[config.mk]
export PLATFORM = sky130hd
export DESIGN_NAME = pipeline_fetch
export DESIGN_NICKNAME = d
export VERILOG_FILES = /design/src/rtl/pipeline_fetch.sv
export SDC_FILE = /design/constraint.sdc
export NUM_CORES = 1
export LEC_CHECK = 0
export CAP_MARGIN = 10
export CORE_ASPECT_RATIO = 1.75
export CORE_MARGIN = 8
export CORE_UTILIZATION = 39
export CTS_BUF_LIST = sky130_fd_sc_hd__clkbuf_16
export DETAILED_ROUTE_END_ITERATION = 16
export HOLD_SLACK_MARGIN = 0.06
export PLACE_DENSITY = 0.8
export SLEW_MARGIN = 20
export SYNTH_ARGS = -nofsm -noshare
export SYNTH_HDL_FRONTEND = slang
export SYNTH_SLANG_ARGS = --single-unit
[constraint.sdc]
create_clock -name clk -period 1.91 [get_ports clk]
set_input_delay 0.4775 -clock clk [delete_from_list [all_inputs] [get_ports clk]]
set_output_delay 0.4775 -clock clk [all_outputs]
set_load 0.005 [all_outputs]
[src/rtl/pipeline_fetch.sv]
// Instruction fetch stage: owns the PC, drives a synchronous word-addressed imem and
// presents one instruction per cycle to execute, honouring stall and branch redirect.
module pipeline_fetch #(
  parameter logic [15:0] RESET_PC  = 16'h0000,
  parameter logic [15:0] NOP_INSTR = 16'hF000
) (
  input  logic        clk,
  input  logic        rst,
  output logic [15:0] imem_addr,
  output logic        imem_en,
  input  logic [15:0] imem_rdata,
  input  logic        stall,
  input  logic        redirect_valid,
  input  logic [15:0] redirect_pc,
  output logic [15:0] instr,
  output logic [15:0] instr_pc,
  output logic        instr_valid
);

  logic [15:0] fetch_pc;
  logic        resp_valid;
  logic [15:0] resp_pc;
  logic        held;
  logic [15:0] hold_instr;

  assign imem_addr = fetch_pc;
  // A redirect must fetch even under stall so the bubble lasts exactly one cycle.
  assign imem_en   = !rst && (!stall || redirect_valid);

  // The memory stops reading during a stall, so the response is captured on the first
  // stalled edge and replayed from hold_instr until release.
  assign instr       = held ? hold_instr : (resp_valid ? imem_rdata : NOP_INSTR);
  assign instr_pc    = resp_pc;
  assign instr_valid = resp_valid && !redirect_valid;

  // NOTE: all state updates use non-blocking assignments so every register samples
  // the pre-edge values, independent of statement order.
  always_ff @(posedge clk) begin
    if (rst) begin
      fetch_pc   <= RESET_PC;
      resp_valid <= 1'b0;
      resp_pc    <= 16'h0000;
      held       <= 1'b0;
      hold_instr <= NOP_INSTR;
    end else if (redirect_valid) begin
      fetch_pc   <= redirect_pc;
      resp_valid <= 1'b0;
      held       <= 1'b0;
    end else if (stall) begin
      if (!held && resp_valid) begin
        hold_instr <= imem_rdata;
        held       <= 1'b1;
      end
    end else begin
      resp_valid <= 1'b1;
      resp_pc    <= fetch_pc;
      fetch_pc   <= fetch_pc + 16'd1;
      held       <= 1'b0;
    end
  end

endmodule

# Word-level counts from Yosys, hierarchy flattened
# Cells that the tools add are included.
dict set report word_totals {
  output_inout_bits 50
  register_bits 50
  elab_cells 25
  input_bits 36
}
dict set report op_classes {
  eq_ne 1
  bitwise 2
  addsub 1
  n_reduce_logical 12
  muxes 4
}
# cell n
set op_table {}
lappend op_table {{$mux W16} 4}
lappend op_table {{$add A16 B1 Y16 const B} 1}
lappend op_table {{$logic_not A1 Y1} 4}
lappend op_table {{$logic_and A1 B1 Y1} 3}
lappend op_table {{$reduce_and A3 Y1} 1}
lappend op_table {{$reduce_or A3 Y1} 1}
lappend op_table {{$ne A2 B1 Y1 const B} 1}
lappend op_table {{$not A1 Y1} 2}
lappend op_table {{$reduce_and A2 Y1} 1}
lappend op_table {{$reduce_or A2 Y1} 1}
lappend op_table {{$logic_or A1 B1 Y1} 1}

# Longest topological paths before layout
dict set report depth {
  word_depth 3
  ltp_mapped 6
  depth_no_buf 5
}

# Least setup slack after synthesis
# OpenSTA, ideal clock, no wires.
dict set report synth_path {
  path_kind {input to register}
  startpoint {in stall}
  endpoint {reg fetch_pc[15], in the netlist imem_addr[15]}
  n_path_buf 1
  setup_time_ns 0.091
  t_required_ns 1.819
  arrival_ns 1.970
  cell_stages 5
  path_slack_ns -0.151
  cell_sequence {buf_6 and4b_1 or4b_4 or3_1 a311oi_1}
}
dict set report synth_via {
  elab_chain_cells 1
}
# item line
set synth_lines {}
lappend synth_lines {{start, declared} 12} ;# input logic stall,
lappend synth_lines {{$ne A2 B1 Y1 (no line)} n/a}
lappend synth_lines {{end signal, assigned} 46} ;# fetch_pc <= redirect_pc;
lappend synth_lines {{end signal, assigned} 57} ;# fetch_pc <= fetch_pc + 16'd1;
lappend synth_lines {{end, declared} 20} ;# logic [15:0] fetch_pc;
# Every way passes these cells.
# A chain may end at the register's enable or synchronous reset.

# Worst setup path after layout
dict set report layout_path {
  startpoint {in imem_rdata[15]}
  endpoint {out instr[15]}
}
dict set report layout_via {
  elab_chain_cells 2
}
# item line
set layout_lines {}
lappend layout_lines {{start, declared} 11} ;# input logic [15:0] imem_rdata,
lappend layout_lines {{$mux W16 (2 in series)} 32} ;# assign instr = held ? hold_instr : (resp_valid ? imem_rdata : NOP_INSTR);
lappend layout_lines {{end, declared} 15} ;# output logic [15:0] instr,
# Every way passes these cells.

==> reports/metrics.cfg <==
[outcome]
status=complete, no violations

[sta]
tns_ns=0
rsz0062_at_grt=yes
fin_crit_ns=1.86
max_slew_margin_pct=65.5
setup_slack_ns=0.0458
tightest_slew_ns=0.517
skew_ns=0.00571
max_freq_mhz=536
hold_viol=0
post-route-period-util_pct=97.6
finalMaxSlewViolations=0
setup_viol=0

[pwr]
internal_power_w=0.00178
p_sw_w=0.000564
seq_power_share_pct=47.5
p_total_w=0.00235
irDropWorstVdd_mv=0.462
sw_frac_of_total_pct=24.0
power_frac_comb_pct=16.3
power_density_mw_per_mm2=672
p_leak_nw=1.36
power_frac_clock_pct=36.2

[worst_setup_path]
end_kind=output pin
slowest_delay_ns=0.47
cp_data_arrival_time_ns=1.39
worstPathRequired_ns=1.43
crit_path_start=imem_rdata[15]
cp_slowest_cell=clkdlybuf4s50_1
crit_chain=clkdlybuf4s50_1 > nor2_1 > a21oi_1 > dlygate4sd2_1
crit_type=in -> out
start_kind=input port
path_max_fanout=2
worstReg2RegStart=imem_addr[4]
reg2reg_depth=4

[global_routing]
grt_pass1_vias=2220
grtUsageTotal_pct=15.9
overflow=0
grt_pass1_wl_um=10700
grt_max_degree=51
antenna_found_initial=0

[place]
gp_congestion=0.799
pre_cts_ws_ns=-0.419
io_buffers=85
hpwl_um=4990

[synthesis]
yosysTopAreaCell=dfxtp_1
yosysSeqAreaShare_pct=45.5
synth.area.top_cells=dfxtp_1 46%, nand2_1 12%, a21oi_1 8.4%, a22o_1 4.8%, nor2_1 4.4%
yosysMostFrequentCell=nand2_1
synth_commonest_cells=70 x nand2_1, 50 x dfxtp_1, 37 x a21oi_1
synth_top_flop_cell=dfxtp_1
ys_seq_elements=50
synth_cell_types=31
syn_area_sq_mm=0.00220
postSynthAreaPerCell_sq_um=7.86
yosysTopAreaCellShare_pct=45.5
syn-num-nets=317
synth_edf_count=0
async_flop_share_pct=0
syn_inst=280
ys_warn_count=0

[drt]
post-route-drc-count=0
wl_per_cell_um=14.7
drt_iter0_markers=96
via_count=2325
post_drt_via_cell_ratio=5.01
wl_um=6810
dr.pass1.iters=4
postRouteAntennaNets=0

[cells_and_area]
regArea_sq_mm=0.00101
drive_gt1_share_pct=13.7
fin_nets=424
antenna_cells=0
fillers=493
area_growth_pct=58.7
multi_input_area_sq_mm=0.00114

[clocking]
clkSlewWorstSetupHoldPaths_ns=0.07
clock_latency_ns=0.29
clock_path_buffers=2
clkSinkCount=50
htreeDepth=2
numCtsBuffers=5
cts_tree=yes
clockRootBuffer=clkbuf_16

[die]
io_pins=86
die_h_um=115
rows=36
core_area_sq_mm=0.00550
start_util_pct=40.0
die_area_sq_mm=0.00839
die_w_um=72.8

[run]
max_cap_viol_count=0

[worst_hold_path]
hold_start=hold_instr[3]
hold_depth=2
hold_path.class=reg -> reg

power groups by stage:
stage               sequential [W]  clock [W]  combinational [W]
floorplan                  0.00114          0           0.000129
global placement           0.00113          0           0.000377
detailed placement         0.00113          0           0.000382
CTS                        0.00111   0.000865           0.000374
global route               0.00112   0.000910           0.000416
finish                     0.00111   0.000851           0.000382
per-layer routing:
layer / GRT usage [%] / up-vias / part of all wire, %
met5: 0 / - / 0
met4: 6.18 / 0 / 1.7
met3: 4.10 / 10 / 7.0
met2: 29.7 / 71 / 54
met1: 16.2 / 1079 / 37
li1: - / 1165 / -
worst max-delay path: cells and delay by family:
kind | cells | cell delay, ns
buffers and inverters | 2 | 0.72
AOI/OAI and AO/OA | 1 | 0.14
and+or+nand+nor | 1 | 0.05
final cells by class:
class	instances	area share, %
tap	76	2.72
inverter	5	0.538
sequential	50	28.9
clock buffer	5	3.58
timing repair buffer	118	31.3
clock inverter	3	0.466
multi-input combinational	207	32.5
what timing repair did:
item / CTS / global route
pin swaps: 1 / 2
setup endpoints to repair: 22 / 19
hold buffers: 0 / 0
resized for setup: 22 / 20
gates cloned: 0 / 1
buffers inserted: 1 / 1
layout by cell type, fill, tap and decap left out, types with 2 or more instances in the layout:
master           instances
inv_1                    4
a22o_1                  12
xor2_1                   5
nand4_1                  2
clkinv_1                 2
clkbuf_16                5
a211o_1                  3
or3_1                    4
dfxtp_2                  2
buf_6                    3
nand2_1                 70
a21oi_1                 36
nand2b_1                 3
buf_4                   29
nand3b_1                 2
a211oi_1                 7
clkdlybuf4s50_1         64
nor2_1                  26
clkdlybuf4s15_1          3
dlygate4sd2_1           14
nor2b_1                  2
a311oi_1                 4
nor3_1                   3
xnor2_1                  6
o21ai_0                  4
nand3_1                  4
and3_1                   2
dfxtp_1                 47
clkbuf_2                 2
flip-flops by register name, summed over array words and instances, names as in the netlist:
signal and count:
resp_valid 1, hold_instr 16, instr_pc 16, held 1, imem_addr 16
final timing paths:
| path | to | slack [ns] |
|---|---|---|
| setup / recovery | instr[15] | 0.05 |
| hold / removal | hold_instr[3] | 0.46 |
| setup reg to reg | imem_addr[14] | 0.08 |
| hold reg to reg | hold_instr[3] | 0.46 |
kinds of logic (layout without fill, tap and decap cells):
| family | count (synthesis) | in the layout | share of synthesized area (%) |
|---|---|---|---|
| xor+xnor | 11 | 11 | 4.38 |
| fa+ha+maj | 1 | 1 | 0.569 |
| compound gates | 67 | 67 | 19.3 |
| mux | 1 | 1 | 0.455 |
| buf+inv | 23 | 131 | 4.27 |
| simple gates | 127 | 127 | 25.5 |
| flops | 50 | 50 | 45.5 |
stage by stage:
step / utilization, % / instance area [sq um] / hold WS [ns] / std cells
after floorplan: - / 2200 / 0.437 / 280
after global placement: 60.1 / 3300 / 0.443 / 453
after detailed placement: 60.1 / 3300 / 0.447 / 453
after CTS: 62.5 / 3430 / 0.456 / 462
after global routing: 63.5 / 3490 / 0.480 / 464
final: 63.5 / 3490 / 0.456 / 464
Note: power is estimated with default switching activity, not from simulation.
